### src/rtl/seq_divider.sv
// Multi-cycle restoring radix-2 integer divider, one quotient bit per clock.
// Result is packed as {quotient, remainder}; signed and unsigned operands.
module seq_divider #(
  parameter int WIDTH = 16
) (
  input  logic               clk,
  input  logic               rst_n,
  input  logic               start,
  input  logic               signed_mode,
  input  logic [WIDTH-1:0]   a,
  input  logic [WIDTH-1:0]   b,
  output logic               busy,
  output logic               done,
  output logic               div_zero,
  output logic [2*WIDTH-1:0] qr
);

  localparam int CW = $clog2(WIDTH + 1);
  localparam logic [CW-1:0]    CNT_LAST = CW'(WIDTH - 1);
  localparam logic [CW-1:0]    CNT_ONE  = CW'(1);
  localparam logic [WIDTH-1:0] ONE      = WIDTH'(1);

  typedef enum logic [1:0] {
    IDLE   = 2'd0,
    RUN    = 2'd1,
    FINISH = 2'd2
  } state_t;

  state_t             state, state_nxt;
  logic [CW-1:0]      cnt, cnt_nxt;
  logic [WIDTH-1:0]   rem, rem_nxt;
  logic [WIDTH-1:0]   quo, quo_nxt;
  logic [WIDTH-1:0]   bmag, bmag_nxt;
  logic [WIDTH-1:0]   a_raw, a_raw_nxt;
  logic               neg_q, neg_q_nxt;
  logic               neg_r, neg_r_nxt;
  logic               dz, dz_nxt;
  logic               busy_nxt, done_nxt, div_zero_nxt;
  logic [2*WIDTH-1:0] qr_nxt;

  // WIDTH+1-bit shifted remainder so the compare against |b| cannot overflow
  logic [WIDTH:0]     rem_sh;
  logic [WIDTH-1:0]   rem_sub, quo_sh, q_fin, r_fin, a_mag, b_mag;
  logic               rem_ge;

  // Datapath helpers: operand magnitudes, shift/subtract step, sign fix-up
  always_comb begin
    a_mag   = (signed_mode && a[WIDTH-1]) ? (~a + ONE) : a;
    b_mag   = (signed_mode && b[WIDTH-1]) ? (~b + ONE) : b;
    rem_sh  = {rem, quo[WIDTH-1]};
    quo_sh  = {quo[WIDTH-2:0], 1'b0};
    rem_ge  = (rem_sh >= {1'b0, bmag});
    rem_sub = rem_sh[WIDTH-1:0] - bmag;
    q_fin   = neg_q ? (~quo + ONE) : quo;
    r_fin   = neg_r ? (~rem + ONE) : rem;
  end

  // Next-state and next-register values
  always_comb begin
    state_nxt    = state;
    cnt_nxt      = cnt;
    rem_nxt      = rem;
    quo_nxt      = quo;
    bmag_nxt     = bmag;
    a_raw_nxt    = a_raw;
    neg_q_nxt    = neg_q;
    neg_r_nxt    = neg_r;
    dz_nxt       = dz;
    busy_nxt     = busy;
    done_nxt     = 1'b0;
    div_zero_nxt = div_zero;
    qr_nxt       = qr;
    case (state)
      IDLE: begin
        if (start) begin
          cnt_nxt      = '0;
          rem_nxt      = '0;
          quo_nxt      = a_mag;
          bmag_nxt     = b_mag;
          a_raw_nxt    = a;
          neg_q_nxt    = signed_mode & (a[WIDTH-1] ^ b[WIDTH-1]);
          neg_r_nxt    = signed_mode & a[WIDTH-1];
          dz_nxt       = (b == '0);
          busy_nxt     = 1'b1;
          div_zero_nxt = 1'b0;
          state_nxt    = (b == '0) ? FINISH : RUN;
        end else begin
          state_nxt = IDLE;
        end
      end
      RUN: begin
        if (rem_ge) begin
          rem_nxt = rem_sub;
          quo_nxt = {quo_sh[WIDTH-1:1], 1'b1};
        end else begin
          rem_nxt = rem_sh[WIDTH-1:0];
          quo_nxt = quo_sh;
        end
        if (cnt == CNT_LAST) begin
          state_nxt = FINISH;
        end else begin
          cnt_nxt = cnt + CNT_ONE;
        end
      end
      FINISH: begin
        qr_nxt       = dz ? {{WIDTH{1'b1}}, a_raw} : {q_fin, r_fin};
        div_zero_nxt = dz;
        done_nxt     = 1'b1;
        busy_nxt     = 1'b0;
        state_nxt    = IDLE;
      end
      default: begin
        busy_nxt  = 1'b0;
        state_nxt = IDLE;
      end
    endcase
  end

  // State and output registers with synchronous active-low reset
  always_ff @(posedge clk) begin
    if (!rst_n) begin
      state    <= IDLE;
      cnt      <= '0;
      rem      <= '0;
      quo      <= '0;
      bmag     <= '0;
      a_raw    <= '0;
      neg_q    <= 1'b0;
      neg_r    <= 1'b0;
      dz       <= 1'b0;
      busy     <= 1'b0;
      done     <= 1'b0;
      div_zero <= 1'b0;
      qr       <= '0;
    end else begin
      state    <= state_nxt;
      cnt      <= cnt_nxt;
      rem      <= rem_nxt;
      quo      <= quo_nxt;
      bmag     <= bmag_nxt;
      a_raw    <= a_raw_nxt;
      neg_q    <= neg_q_nxt;
      neg_r    <= neg_r_nxt;
      dz       <= dz_nxt;
      busy     <= busy_nxt;
      done     <= done_nxt;
      div_zero <= div_zero_nxt;
      qr       <= qr_nxt;
    end
  end

endmodule

### config.mk
export PLATFORM = sky130hd
export DESIGN_NAME = seq_divider
export DESIGN_NICKNAME = d
export VERILOG_FILES = /design/src/rtl/seq_divider.sv
export SDC_FILE = /design/constraint.sdc
export NUM_CORES = 1
export LEC_CHECK = 0
export ABC_AREA = 1
export CORE_AREA = 3 3 111 113
export CTS_CLUSTER_DIAMETER = 30
export DETAILED_ROUTE_END_ITERATION = 8
export DIE_AREA = 0 0 114 116
export PLACE_DENSITY = 0.83
export SYNTH_ARGS = -nofsm -noshare
export SYNTH_HDL_FRONTEND = slang
export SYNTH_SLANG_ARGS = --single-unit
### constraint.sdc
create_clock -name clk -period 5.4 [get_ports clk]
set_input_delay 1.08 -clock clk [delete_from_list [all_inputs] [get_ports clk]]
set_output_delay 1.08 -clock clk [all_outputs]
set_load 0.01 [all_outputs]
==> impl_metrics.ini, run 1 <==
[placement]
placed_cells = 1231
hpwl_mm = 13.5
port_buffers = 70
gp_congestion = 0.968
placed_cell_area_um2 = 7540

[worst_setup_path]
crit_arrival_ns = 3.44
slowest_stage = inv_1
cp_cell_sequence = clkdlybuf4s50_1, buf_4, inv_1, nor2_1, inv_1, o22ai_1
ff2ff_setup_slack_ns = 2.92
cp-end-kind = register
start_kind = input port
crit_fanout = 33
cp_data_required_time_ns = 5.66
worstSetupPathType = in -> reg
rr_worst_depth = 13
cp_slowest_stage_delay_ns = 0.56
crit_path_frequent_cell = inv_1

[timing]
layout_min_cycle_time_ns = 3.18
maxSlewViolCount = 0
max_clock_freq_mhz = 314
setup_violations = 0
finalClockSkew_ns = 0.0125
rsz0062_at_grt = no
fin_tns_setup_ns = 0
worstMarginPinSlew_ns = 1.00
max_slew_margin = 0.332
hold_violations = 0
fin_crit_sh = 0.589

[min_path]
min_path_type = reg -> reg
whs_path_depth = 2

[cts]
path_clk_slew_ns = 0.08
numClockSinks = 109
h-tree-depth = 3
cts_tree = built
cts_hold_buf = 0
cts_buffers = 9
cts_setup_buffers = 0
clk_path_buf_depth = 2
cts_root_buf = clkbuf_16
clk_latency_ns = 0.35
post_cts_resized = 0

[drt]
via_per_inst = 5.59
ant_nets = 0
firstDrtPassIters = 5
detail_route.wl_per_cell_um = 14.5
drcViolationCount = 0
finalWirelength_mm = 18.1
num_vias = 6963
first_iter_violations = 506

[yosys]
synth.avg_cell_area_um2 = 6.46
yosys_register_bits = 109
ys_seq_area_frac = 0.320
syn_inst = 1055
synth-edff-count = 0
yosys_warnings = 0
synth_ff_type = dfxtp_1
syn_area_um2 = 6820
ys_types = 45
synth_nets = 1114
ys_async_sr_fraction = 0

[grt]
met3_usage = 0.0507
grt.overflow.total = 0
grt_pass1_wl_mm = 29.9
antenna_found_initial = 1
globalRouteTotalUtil = 0.278
grtUsageMet1 = 0.386
top_usage_layer = met2
grt_use_met2 = 0.442
grt_pass1_vias = 6259
grt_max_degree = 48

[floorplan]
dieArea_um2 = 13200
start_util = 0.597
fp-row-count = 39
die_h_um = 116
coreArea_um2 = 11400
io_pins = 71
die_x_um = 114

[power_and_ir_drop]
peakVddDrop_mv = 0.228
power.density_nw_per_um2 = 404
power_w = 0.00316
p_leak_nw = 3.60

[layout]
final_common_cell = nand2_1
stdcell_count = 1246
stdcell_area_um2 = 7820
final_cell_mix = nand2_1, inv_1, dfxtp_1, nor2_1, nand3_1
syn2layout_area_growth_pct = 14.8
fin_nets = 1158
diodes = 0
fillers = 1013
drive_above_1_share = 0.0490

[flow_run]
cap_violations = 0

[run_status]
status = completed
[per-layer routing]
layer	share of wire	wire, um
met1	0.45	8230
met2	0.44	7930
met3	0.085	1530
met4	0.022	397
met5	0.00072	13
[power breakdown]
group	switching, W	internal (W)
clock network	0.000323	0.000320
logic	0.000999	0.000527
registers	0.000105	0.000886
[final cells by class]
| cell class | instances | area (um^2) | share of cell area |
|---|---|---|---|
| multi-input cells | 735 | 3820 | 0.488 |
| flip-flops and latches | 109 | 2180 | 0.279 |
| repair buffers | 73 | 723 | 0.0924 |
| inverters | 171 | 642 | 0.0820 |
| clock buffers | 9 | 225 | 0.0288 |
| well taps | 143 | 179 | 0.0229 |
| clock inverters | 6 | 56.3 | 0.00720 |
[worst paths after layout]
| kind | end | startpoint |
|---|---|---|
| worst max-delay path | a_raw[11]$_SDFFE_PN0P_ | rst_n |
| worst min-delay path | qr[8]$_SDFFE_PN0P_ | qr[8]$_SDFFE_PN0P_ |
| worst max register to register | rem[9]$_SDFFE_PN0P_ | rem[11]$_SDFFE_PN0P_ |
| worst min register to register | qr[8]$_SDFFE_PN0P_ | qr[8]$_SDFFE_PN0P_ |
[metrics by stage]
step | hold slack (ns) | utilization | setup slack (ns)
finish | 0.465 | 0.685 | 2.22
global route | 0.484 | 0.685 | 1.96
floorplan | 0.423 | - | 3.06
global placement | 0.453 | 0.661 | 1.98
CTS | 0.466 | 0.685 | 2.26
detailed placement | 0.455 | 0.661 | 1.91
[synthesized netlist by cell type (7+ instances only)]
cell,number,area [um^2]
o21ai_0,67,335
nor2_1,89,334
o221ai_1,8,70.1
nand2_1,252,946
nand3_1,79,395
o22ai_1,18,113
dfxtp_1,109,2180
buf_2,14,70.1
buf_1,7,26.3
xor2_1,22,193
a31oi_1,13,81.3
nor3_1,15,75.1
inv_1,161,604
nand4_1,25,156
a21oi_1,65,325
a22oi_1,9,67.6
clkbuf_1,17,63.8
ha_1,22,275
nor2_4,9,101
inv_2,8,30.0
[kinds of logic (layout without fill, tap and decap cells)]
kind of cell,Yosys count,count (layout),share of synthesized area
AO/OA/AOI/OAI,193,193,0.162
XOR/XNOR,25,25,0.0321
adder cells (fa/ha/maj),23,23,0.0433
buffers and inverters,211,259,0.120
flip-flops,109,109,0.320
AND/OR/NAND/NOR,494,494,0.322
[state kept, by name (all words and copies together), names as in the netlist]
signal	flops
done	1
quo	16
cnt	5
qr	32
dz	1
neg_r	1
neg_q	1
state	2
busy	1
bmag	16
div_zero	1
rem	16
a_raw	16
[critical path, delay by kind of cell]
| family | cells | cell delay [ns] |
|---|---|---|
| simple gates | 1 | 0.54 |
| buf+inv | 4 | 1.45 |
| compound gates | 1 | 0.35 |
Power figures use the tool's default switching activity.
==> run 2: changes to the inputs <==
- CORE_AREA: 3 3 111 113 -> 3 3 113 115
- DIE_AREA: 0 0 114 116 -> 0 0 116 118
- PLACE_DENSITY: 0.83 -> 0.8
- clock period: 5.4 -> 3.25 ns (I/O delays scaled with it)
==> run 2 against run 1 <==
  * Worst hold slack lost 0.0047 ns
  * Die area grew 3.5%
  * Via count grew 1.5%
  * Worst setup slack lost 1.6 ns
  * Clock power grew 77%
  * Global-route usage shrank 0.12 points
  * First-iteration DRC count grew 37%
  * Largest power group unchanged
==> impl_metrics.ini, run 2 (synthesis gave the netlist of run 1 again) <==
[run_status]
status = completed

[layout]
drive_above_1_share = 0.0531
post-route-util = 0.663
syn2layout_area_growth_pct = 15.9
largest_reg_flops = 32
fin_nets = 1165
diodes = 0
final_common_cell = nand2_1
final_cell_mix = nand2_1, inv_1, dfxtp_1, nor2_1, nand3_1
largest-register = qr
fillers = 1078

[timing]
hold_violations = 0
fin_tns_setup_ns = 0
worstMarginPinSlew_ns = 1.35
hold_slack_ns = 0.460
setup_violations = 0
fin_crit_sh = 0.811
max_slew_margin = 0.0958
maxSlewViolCount = 0
layout_min_cycle_time_ns = 2.63
timing.final.ws_setup_ns = 0.616
rsz0062_at_grt = no
max_clock_freq_mhz = 380
finalClockSkew_ns = 0.0119

[min_path]
min_path_type = reg -> reg
holdCritStartpoint = bmag[13]$_SDFFE_PN0P_

[flow_run]
cap_violations = 0

[power_and_ir_drop]
power_w = 0.00536
power.density_nw_per_um2 = 678
p_leak_nw = 3.64
peakVddDrop_mv = 0.378

[placement]
pre_cts_slack_ns = 0.351
port_buffers = 70
gp_congestion = 0.938
hpwl_mm = 13.8

[grt]
grt_max_degree = 47
grt.overflow.total = 0
grt_pass1_vias = 6314
grt_pass1_wl_mm = 30.5
globalRouteTotalUtil = 0.277
antenna_found_initial = 0

[cts]
cts_setup_buffers = 0
cts_buffers = 9
clk_latency_ns = 0.36
clk_path_buf_depth = 2
post_cts_resized = 0
h-tree-depth = 3
numClockSinks = 109
cts_root_buf = clkbuf_16
path_clk_slew_ns = 0.07
cts_hold_buf = 0
cts_tree = built

[worst_setup_path]
crit_fanout = 18
reg2reg_from = rem[7]$_SDFFE_PN0P_
start_kind = input port
cp_data_required_time_ns = 3.53
critPathLaunch = start
cp-end-kind = register
worstSetupPathType = in -> reg
crit_arrival_ns = 2.91

[floorplan]
fp-row-count = 40
die_h_um = 118
coreArea_um2 = 11900
dieArea_um2 = 13700
die_x_um = 116
start_util = 0.572
io_pins = 71

[drt]
first_iter_violations = 694
num_vias = 7065
via_per_inst = 5.62
detail_route.wl_per_cell_um = 14.8
ant_nets = 0
firstDrtPassIters = 5
finalWirelength_mm = 18.6
drcViolationCount = 0
[run 2: final timing paths]
kind | to | slack, ns | depth (start not counted)
worst max-delay path | quo[7]$_SDFFE_PN0P_ | 0.62 | 7
worst min-delay path | bmag[13]$_SDFFE_PN0P_ | 0.46 | 2
worst max register to register | rem[9]$_SDFFE_PN0P_ | 0.78 | 13
worst min register to register | bmag[13]$_SDFFE_PN0P_ | 0.46 | 2
[run 2: area by class of cell]
class | count | area [um^2] | share of cell area
Clock inverter | 4 | 56.3 | 0.00713
Timing Repair Buffer | 80 | 776 | 0.0982
Tap cell | 147 | 184 | 0.0233
Sequential cell | 109 | 2180 | 0.276
Inverter | 171 | 642 | 0.0812
Multi-Input combinational cell | 735 | 3810 | 0.483
Clock buffer | 12 | 246 | 0.0312
[run 2: worst max-delay path: stages]
cell and delay (ns):
clkdlybuf4s50_1 0.41, nand2_1 0.13, nor2_4 0.04, nor2_1 1.01
buf_4 0.37, a22oi_1 0.09, o22ai_1 0.19
[run 2: routing by layer]
metal  wire length (um)  part of all wire  vias to the layer above  GRT usage
li1                   -                 -                     3527          -
met1               8420              0.45                     3233      0.395
met2               8410              0.45                      279      0.421
met3               1470             0.079                       26     0.0571
met4                337             0.018                        0     0.0812
met5                  0                 0                        -          0
[run 2: stage by stage]
stage,instance area (um^2),std cells
final,7900,1258
after detailed placement,7600,1242
after global routing,7900,1258
after floorplan,6820,1055
after CTS,7900,1258
after global placement,7600,1242
[run 2: report_power, final]
group | switching (W) | total [W] | internal, W | leakage (nW)
clock | 0.000515 | 0.00114 | 0.000625 | 0.141
combinational | 0.00170 | 0.00258 | 0.000883 | 2.61
sequential | 0.000163 | 0.00164 | 0.00147 | 0.889
total | 0.00238 | 0.00536 | 0.00298 | 3.64
==> run 3: changes to the inputs <==
- CORE_AREA: 3 3 113 115 -> 3 3 119 121
- DIE_AREA: 0 0 116 118 -> 0 0 122 124
- PLACE_DENSITY: 0.8 -> 0.76
- clock period: 3.25 -> 2.4 ns (I/O delays scaled with it)
==> run 3 against run 2 <==
  * Register-to-register slack got worse by 0.55 ns
  * Non-clock buffer count rose by 22
  * Critical path type is now reg -> reg
  * Sequential share of layout area fell by 0.76 points
  * Worst hold slack got worse by 0.0021 ns
  * Flip-flop and latch count did not move
==> impl_metrics.ini, run 3 (synthesis gave the netlist of run 1 again) <==
[cts]
cts_setup_buffers = 0
numClockSinks = 109
h-tree-depth = 3
clk_path_buf_depth = 2
path_clk_slew_ns = 0.07
cts_buffers = 9
cts_hold_buf = 0
clk_latency_ns = 0.36
post_cts_resized = 0
cts_tree = built
cts_root_buf = clkbuf_16

[layout]
stdcell_count = 1309
final_common_cell = nand2_1
diodes = 0
multiInputGateArea_um2 = 3820
syn2layout_area_growth_pct = 19.2
seq_area_um2 = 2180
largest_reg_flops = 32
final_cell_mix = nand2_1, inv_1, dfxtp_1, nor2_1, nand3_1
fillers = 1272
post-route-util = 0.616
largest-register = qr
fin_nets = 1187
drive_above_1_share = 0.0733

[grt]
globalRouteTotalUtil = 0.261
grt.overflow.total = 0
grt_pass1_wl_mm = 31.4
grt_pass1_vias = 6274
met3_usage = 0.0291
grtUsageMet1 = 0.386
top_usage_layer = met2
antenna_found_initial = 0
grt_max_degree = 44
grt_use_met2 = 0.404

[timing]
max_slew_margin = 0.644
hold_violations = 0
timing.final.ws_setup_ns = 0.233
layout_min_cycle_time_ns = 2.17
worstMarginPinSlew_ns = 0.534
fin_crit_sh = 0.903
rsz0062_at_grt = no
maxSlewViolCount = 0
hold_slack_ns = 0.458
setup_violations = 0
finalClockSkew_ns = 0.0104
max_clock_freq_mhz = 461
fin_tns_setup_ns = 0

[floorplan]
coreArea_um2 = 13200
start_util = 0.517
fp-row-count = 42
dieArea_um2 = 15100
io_pins = 71
die_x_um = 122
die_h_um = 124

[drt]
first_iter_violations = 661
num_vias = 7014
detail_route.wl_per_cell_um = 14.8
finalWirelength_mm = 19.3
via_per_inst = 5.36
ant_nets = 0
firstDrtPassIters = 7
drcViolationCount = 0

[power_and_ir_drop]
p_sw_frac = 0.432
p_comb_frac = 0.510
power.density_nw_per_um2 = 931
p_leak_nw = 3.77
p_int_w = 0.00430
peakVddDrop_mv = 0.697
p_sw_w = 0.00327
p_clk_frac = 0.202
power_frac_seq = 0.289

[placement]
hpwl_mm = 14.8
port_buffers = 70
gp_congestion = 0.947
placed_cells = 1293
pre_cts_slack_ns = 0.0151

[min_path]
holdCritStartpoint = bmag[13]$_SDFFE_PN0P_
min_path_type = reg -> reg
whs_path_depth = 2

[flow_run]
cap_violations = 0

[run_status]
status = completed

[worst_setup_path]
rr_worst_depth = 10
reg2reg_from = bmag[0]$_SDFFE_PN0P_
critPathLaunch = bmag[0]$_SDFFE_PN0P_
cp_data_required_time_ns = 2.63
start_kind = register
worstSetupPathType = reg -> reg
crit_arrival_ns = 2.40
cp-end-kind = register
crit_fanout = 4
run 3: cell count changes in the layout (fill, tap and decap cells not counted), sizes merged:
cell | before | now
buf | 10 | 32
clkbuf | 12 | 10
clkinv | 2 | 4
clkinvlp | 2 | 0
inv | 170 | 172
run 3: final timing paths:
check / end / slack [ns]
setup / recovery: rem[8]$_SDFFE_PN0P_ / 0.23
hold / removal: bmag[13]$_SDFFE_PN0P_ / 0.46
setup reg to reg: rem[8]$_SDFFE_PN0P_ / 0.23
hold reg to reg: bmag[13]$_SDFFE_PN0P_ / 0.46
run 3: final cells by class:
type / instances / area share
Multi-Input combinational cell: 735 / 0.470
Timing Repair Buffer: 102 / 0.119
Clock inverter: 6 / 0.00847
Tap cell: 176 / 0.0271
Sequential cell: 109 / 0.269
Inverter: 171 / 0.0790
Clock buffer: 10 / 0.0282
run 3: metal layers:
| layer | vias to the layer above | share of wire |
|---|---|---|
| met5 | - | 0 |
| met4 | 0 | 0.015 |
| met3 | 26 | 0.075 |
| met2 | 238 | 0.44 |
| met1 | 3177 | 0.47 |
| li1 | 3573 | - |
run 3: power groups by stage:
stage | Sequential (W) | Combinational (W) | Clock [W]
finish | 0.00218 | 0.00386 | 0.00153
floorplan | 0.00218 | 0.00273 | 0
global route | 0.00220 | 0.00433 | 0.00161
detailed placement | 0.00221 | 0.00377 | 0
global placement | 0.00221 | 0.00375 | 0
CTS | 0.00218 | 0.00380 | 0.00155
run 3: through the flow:
| stage | total power [W] | instance area (um^2) |
|---|---|---|
| global route | 0.00815 | 8120 |
| CTS | 0.00752 | 8120 |
| floorplan | 0.00491 | 6820 |
| detailed placement | 0.00599 | 7830 |
| global placement | 0.00597 | 7830 |
| finish | 0.00756 | 8120 |
run 3: worst max-delay path: stages, from the launching register on:
cell and delay, ns:
dfxtp_1 0.39, ha_1 0.20, inv_1 0.09, fa_1 0.45, nand3_1 0.12, nand3_1 0.16
a21oi_1 0.21, xor2_1 0.22, nand2_1 0.07, nand3_1 0.09, a21oi_2 0.06
